**config.mk**
```make
export PLATFORM = sky130hd
export DESIGN_NAME = calc_envelope_shift_multi
export DESIGN_NICKNAME = d
export VERILOG_FILES = /design/src/rtl/calc_envelope_shift_multi.sv
export SDC_FILE = /design/constraint.sdc
export NUM_CORES = 1
export LEC_CHECK = 0
export CAP_MARGIN = 15
export CORE_UTILIZATION = 56
export DETAILED_ROUTE_END_ITERATION = 8
export PLACE_DENSITY_LB_ADDON = 0.12
export RECOVER_POWER = 25
export SLEW_MARGIN = 20
export SYNTH_ARGS = -nofsm -noshare
export SYNTH_HDL_FRONTEND = slang
export SYNTH_SLANG_ARGS = --single-unit
```
**constraint.sdc**
```tcl
create_clock -name clk -period 4.9 [get_ports clk]
set_input_delay 0.49 -clock clk [delete_from_list [all_inputs] [get_ports clk]]
set_output_delay 0.49 -clock clk [all_outputs]
set_load 0.02 [all_outputs]
```
**src/rtl/calc_envelope_shift_multi.sv**
```systemverilog
// calc_envelope_shift_multi
// Per-slot envelope rate / attenuation shift generator for the OPL2/OPL3 EG.
//
// Computes the key-scaled rate of each operator slot and the per-sample
// attenuation shift derived from a shared global envelope timer.
// Latency: 2 clocks from p0 inputs to p2 outputs; one slot per clock.
//
// Optional feature macro: OPL_EG_TIMER_HOLD_EN
//   When defined, adds input eg_timer_hold that freezes the sample-end
//   bookkeeping (timer, eg_state, eg_add, timer_lo) while high.
//
// Ports:
//   clk                system clock
//   reset              asynchronous active-high reset
//   sample_clk_en      slot-valid strobe accompanying op_num
//   op_num             current operator slot (p0)
//   ksr                key-scale-rate enable
//   nts                keyboard split select
//   fnum               frequency number (10 bits)
//   block              octave (3 bits)
//   requested_rate_p0  attack/decay/release rate of the slot
//   eg_timer_clr       synchronous clear of the global envelope state
//   eg_timer_hold      (OPL_EG_TIMER_HOLD_EN only) freeze global state
//   rate_hi_p2         effective rate high nibble, saturated to 15
//   env_shift_p2       attenuation shift for the slot

module calc_envelope_shift_multi #(
    parameter int NUM_OPS         = 18,
    parameter int OP_NUM_WIDTH    = $clog2(NUM_OPS),
    parameter int EG_TIMER_WIDTH  = 13,
    parameter int ENV_SHIFT_WIDTH = 2
) (
    input  logic                       clk,
    input  logic                       reset,
    input  logic                       sample_clk_en,
    input  logic [OP_NUM_WIDTH-1:0]    op_num,
    input  logic                       ksr,
    input  logic                       nts,
    input  logic [9:0]                 fnum,
    input  logic [2:0]                 block,
    input  logic [3:0]                 requested_rate_p0,
    input  logic                       eg_timer_clr,
`ifdef OPL_EG_TIMER_HOLD_EN
    input  logic                       eg_timer_hold,
`endif
    output logic [3:0]                 rate_hi_p2,
    output logic [ENV_SHIFT_WIDTH-1:0] env_shift_p2
);

    localparam int EG_ADD_WIDTH = $clog2(EG_TIMER_WIDTH + 1);
    localparam logic [OP_NUM_WIDTH-1:0] LAST_OP = OP_NUM_WIDTH'(NUM_OPS - 1);

    // ------------------------------------------------------------------
    // Trailing-zero count of the timer plus one; zero for a zero timer.
    // Scanning from the top leaves the lowest set bit as the result.
    // ------------------------------------------------------------------
    function automatic logic [EG_ADD_WIDTH-1:0] tz_plus1(
        input logic [EG_TIMER_WIDTH-1:0] t
    );
        logic [EG_ADD_WIDTH-1:0] r;
        r = '0;
        for (int i = EG_TIMER_WIDTH - 1; i >= 0; i--) begin
            if (t[i]) begin
                r = EG_ADD_WIDTH'(i + 1);
            end
        end
        return r;
    endfunction

    // ------------------------------------------------------------------
    // Stage p0: key scaling and raw rate
    // ------------------------------------------------------------------
    logic [3:0] ksv;
    logic [3:0] ks;
    logic [6:0] rate_p0;
    logic       rate_nz_p0;
    logic       last_slot_p0;

    always_comb begin
        ksv          = {block, nts ? fnum[8] : fnum[9]};
        ks           = ksr ? ksv : {2'b00, ksv[3:2]};
        rate_p0      = 7'(ks) + {1'b0, requested_rate_p0, 2'b00};
        rate_nz_p0   = |requested_rate_p0;
        last_slot_p0 = sample_clk_en && (op_num == LAST_OP);
    end

    // Only fnum[9:8] feed key scaling.
    logic unused_fnum;
    assign unused_fnum = ^fnum[7:0];

    // ------------------------------------------------------------------
    // Stage p1 registers
    // ------------------------------------------------------------------
    logic [6:0] rate_p1;
    logic       rate_nz_p1;

    always_ff @(posedge clk or posedge reset) begin
        if (reset) begin
            rate_p1    <= '0;
            rate_nz_p1 <= 1'b0;
        end else begin
            rate_p1    <= rate_p0;
            rate_nz_p1 <= rate_nz_p0;
        end
    end

    // ------------------------------------------------------------------
    // Sample-end detection, delayed so the final slot of a sample still
    // sees the state that was in force for the rest of that sample.
    // ------------------------------------------------------------------
    logic [2:0] end_dly;
    logic       sample_end;

    always_ff @(posedge clk or posedge reset) begin
        if (reset) begin
            end_dly <= '0;
        end else begin
            end_dly <= {end_dly[1:0], last_slot_p0};
        end
    end

    assign sample_end = end_dly[2];

    // ------------------------------------------------------------------
    // Global envelope state
    // ------------------------------------------------------------------
    logic [EG_TIMER_WIDTH-1:0] eg_timer;
    logic                      eg_state;
    logic [EG_ADD_WIDTH-1:0]   eg_add;
    logic [1:0]                timer_lo;
    logic                      update_hold;

`ifdef OPL_EG_TIMER_HOLD_EN
    assign update_hold = eg_timer_hold;
`else
    assign update_hold = 1'b0;
`endif

    always_ff @(posedge clk or posedge reset) begin
        if (reset) begin
            eg_timer <= '0;
            eg_state <= 1'b0;
            eg_add   <= '0;
            timer_lo <= '0;
        end else if (eg_timer_clr) begin
            eg_timer <= '0;
            eg_state <= 1'b0;
            eg_add   <= '0;
            timer_lo <= '0;
        end else if (sample_end && !update_hold) begin
            // The timer advances on every second sample only.
            if (eg_state) begin
                eg_add   <= tz_plus1(eg_timer);
                timer_lo <= eg_timer[1:0];
                eg_timer <= eg_timer + EG_TIMER_WIDTH'(1);
            end
            eg_state <= ~eg_state;
        end
    end

    // ------------------------------------------------------------------
    // Stage p1 -> p2: shift computation
    // ------------------------------------------------------------------
    logic [3:0] rate_hi;
    logic [1:0] rate_lo;
    logic [5:0] eg_shift;
    logic       step;
    logic [2:0] pre;
    logic [1:0] shift_lo;
    logic [1:0] shift_hi;
    logic [1:0] shift_p1;

    always_comb begin
        rate_hi  = rate_p1[6] ? 4'd15 : rate_p1[5:2];
        rate_lo  = rate_p1[1:0];
        eg_shift = 6'(rate_hi) + 6'(eg_add);

        // Slow rates: a single shift step on selected timer positions.
        shift_lo = 2'd0;
        if (eg_state) begin
            case (eg_shift)
                6'd12:   shift_lo = 2'd1;
                6'd13:   shift_lo = {1'b0, rate_lo[1]};
                6'd14:   shift_lo = {1'b0, rate_lo[0]};
                default: shift_lo = 2'd0;
            endcase
        end

        // Fast rates: fractional step pattern indexed by timer_lo.
        step = 1'b0;
        case (rate_lo)
            2'd0:    step = 1'b0;
            2'd1:    step = (timer_lo == 2'd0);
            2'd2:    step = ~timer_lo[0];
            default: step = (timer_lo != 2'd3);
        endcase

        pre = {1'b0, rate_hi[1:0]} + {2'b00, step};

        shift_hi = pre[1:0];
        if (pre[2]) begin
            shift_hi = 2'd3;
        end else if (pre == 3'd0) begin
            shift_hi = {1'b0, eg_state};
        end

        shift_p1 = 2'd0;
        if (!rate_nz_p1) begin
            shift_p1 = 2'd0;
        end else if (rate_hi < 4'd12) begin
            shift_p1 = shift_lo;
        end else begin
            shift_p1 = shift_hi;
        end
    end

    // ------------------------------------------------------------------
    // Stage p2 registers
    // ------------------------------------------------------------------
    always_ff @(posedge clk or posedge reset) begin
        if (reset) begin
            rate_hi_p2   <= '0;
            env_shift_p2 <= '0;
        end else begin
            rate_hi_p2   <= rate_hi;
            env_shift_p2 <= ENV_SHIFT_WIDTH'(shift_p1);
        end
    end

endmodule

```
==> run_results.csv <==
group,metric,value,unit
outcome,status,"complete, but fails checks",
outcome,failed_checks,"max-capacitance violations, max-slew violations",
global_route,overflow,0,
synthesis,synthTopCellsByCount,"dfrtp_1, nor2_1, xnor2_1",
synthesis,synth.most_common_cell,"dfrtp_1",
synthesis,async_flop_share,100,%
critical_path,worstPathRequired,5010,ps
cells_and_area,finalCoreUtilization,71.5,%
run,cap_violations,1,
global_route,use_met3,5.12,%
floorplan,die_w,60.7,um
timing,fin_skew,8.72,ps
synthesis,syn_area,1930,um2
floorplan,pin_count,34,
cells_and_area,nets,244,
timing,holdWs,367,ps
synthesis,synthCells,178,
clock_network,cts_resized,0,
critical_path,ff2ff_path_depth,6,
clock_network,clockBufferDepth,2,
timing,maxSlewViolCount,38,
power_and_ir_drop,vdd_drop_max,0.000179,V
power_and_ir_drop,p_clk_share,29.4,%
min_path,hold_path_end,"end_dly[1]$_DFF_PP0_",
floorplan,start_util,61.2,%
clock_network,cts_tree,"done",
synthesis,synth-edff-count,0,
critical_path,rrSetupSlack,2600,ps
power_and_ir_drop,p_leak,0.000985,uW
floorplan,num_rows,20,
min_path,hp-class,"reg -> reg",
global_route,grt_pass1_wl,6220,um
power_and_ir_drop,seqPwrFrac,56.0,%
power_and_ir_drop,p_int,426,uW
detailed_routing,wl_per_cell,14.4,um
clock_network,clk_latency,360,ps
clock_network,cts_setup_buffers,0,
synthesis,synth_nets,218,
min_path,hold_path_depth,0,
synthesis,synth.top_cells.by_area,"dfrtp_1, ha_1, xnor2_1",
power_and_ir_drop,p_per_area,254,nW/um2
critical_path,reg2reg_from,"rate_p1[6]$_DFF_PP0_",
floorplan,die_y,60.7,um
timing,rsz0062_at_grt,"false",
synthesis,synth.distinct_cells,46,
detailed_routing,ant_nets,0,
floorplan,core-area,3150,um2
global_route,grt.met2_usage,38.3,%
detailed_routing,first_pass_iters,4,
synthesis,yosys.area.top_type,"dfrtp_1",
synthesis,synthFlopType,"dfrtp_1",
synthesis,yosysTopAreaCellShare,48.0,%
critical_path,cp.arrival,2440,ps
synthesis,avgSynthCellArea,10.8,um2
synthesis,yosysWarningCount,0,
global_route,grtUsageTotal,24.0,%
clock_network,path_clk_slew,110,ps
power_and_ir_drop,total_power,573,uW
global_route,grt_use_met1,29.2,%
clock_network,clock-sinks,37,
detailed_routing,drc,0,
timing,period_share,47.5,%
min_path,hp-start,"end_dly[0]$_DFF_PP0_",
synthesis,ys_ff_latch,37,
detailed_routing,vias,1384,
place,place_congestion,0.841,
power_and_ir_drop,swShare,25.6,%
clock_network,ctsHoldBuffers,0,
critical_path,slowest_delay,1350,ps
clock_network,cts_root_buf,"clkbuf_4",
critical_path,end_kind,"asynchronous set/reset pin",
timing,setup_viol,0,
cells_and_area,antenna_cells,0,
timing,finalWorstPathRequiredPeriod,2330,ps
critical_path,crit_fanout,37,
clock_network,cts-buffers-inserted,5,
cells_and_area,drive_gt1_share,10.8,%
critical_path,crit_type,"in -> async",
global_route,antenna_found_initial,0,
timing,final_hold_viol_count,0,
detailed_routing,via_per_inst,5.58,
timing,finalSetupTns,0,ps
global_route,grt_max_degree,38,
synthesis,ys_seq_area_share,48.0,%
floorplan,die_area,3690,um2
place,io_buffers,25,
critical_path,critPathSlowestCell,"clkbuf_1",
critical_path,start_kind,"input port",
global_route,busiest_layer,"met2",
power_and_ir_drop,combPwrFrac,14.6,%
global_route,grt_pass1_vias,1439,
clock_network,htreeDepth,2,
critical_path,path_cells,"dlygate4sd3_1, inv_1, clkbuf_1",
timing,fmax,430,MHz
detailed_routing,wl,3580,um
cells_and_area,area_growth,16.8,%
critical_path,r2r-end,"env_shift_p2[0]$_DFF_PP0_",
detailed_routing,drt_iter0_markers,66,
place,post-dp-hpwl,2660,um
timing,tightest_slew,1900,ps
timing,max_slew_margin,-26.5,%
power_and_ir_drop,p_switching,147,uW
==> per-stage QoR <==
stage	cell area (um2)	worst slack (ps)	cells
6_report	2250	2570	248
5_1_grt	2250	2090	248
4_1_cts	2260	2610	248
3_5_place_dp	2200	2540	241
3_3_place_gp	2200	2600	241
2_1_floorplan	1930	2830	178
==> worst max-delay path: cells and delay by family <==
kind	cells	cell delay [ps]
buf+inv	3	1930
==> cell type report <==
cell class | count | area (um2)
Multi-Input combinational cell | 124 | 927
Timing Repair Buffer | 26 | 254
Fill cell | 263 | 898
Inverter | 10 | 37.5
Tap cell | 44 | 55.1
Sequential cell | 37 | 926
Clock buffer | 7 | 55.1
==> registers in the layout, summed over array words and instances (netlist names) <==
signal / cells
eg_add: 4
eg_state: 1
eg_timer: 13
end_dly: 3
env_shift_p2: 2
rate_hi_p2: 4
rate_nz_p1: 1
rate_p1: 7
timer_lo: 2
==> placed cells by master (no fill, tap or decap), drive strengths merged, types with 3 or more instances in the layout <==
master,count
o31ai,3
or2,4
o21ai,4
a21oi,8
a22o,4
nand4,3
nand2,9
nand2b,3
nor4,5
dfrtp,37
ha,10
inv,10
nor4b,3
nor3,4
clkbuf,8
nor2,20
nand3,5
xnor2,13
clkdlybuf4s50,24
==> power by group through the flow <==
stage               Sequential, uW  Clock (uW)  Combinational [uW]
floorplan                      334           0                39.0
CTS                            321         172                85.7
global route                   323         186                92.7
finish                         321         169                83.8
global placement               327           0                80.7
detailed placement             328           0                84.6
==> worst max-delay path by stage <==
stage	depth (start not counted)	from	endpoint	slack, ps
detailed placement	5	eg_timer_clr	eg_timer[8]$_DFFE_PP0P_	2540
global route	3	reset	eg_timer[10]$_DFFE_PP0P_	2090
global placement	5	eg_timer_clr	eg_timer[8]$_DFFE_PP0P_	2600
floorplan	6	rate_p1[6]$_DFF_PP0_	env_shift_p2[0]$_DFF_PP0_	2830
finish	3	reset	rate_hi_p2[3]$_DFF_PP0_	2570
CTS	6	rate_p1[6]$_DFF_PP0_	env_shift_p2[0]$_DFF_PP0_	2610
==> routing by layer <==
metal  share of wire [%]  wire (um)
met5                   0          0
met2                  48       1730
met3                 3.3        119
met1                  45       1630
met4                 3.0        109
==> kinds of logic after synthesis <==
family | synth area share (%)
multiplexers | 1.62
flip-flops | 48.0
buffers and inverters | 4.02
AND/OR/NAND/NOR | 20.5
adder cells (fa/ha/maj) | 9.07
XOR/XNOR | 6.81
AO/OA/AOI/OAI | 10.0
(Power assumes the default switching activity.)
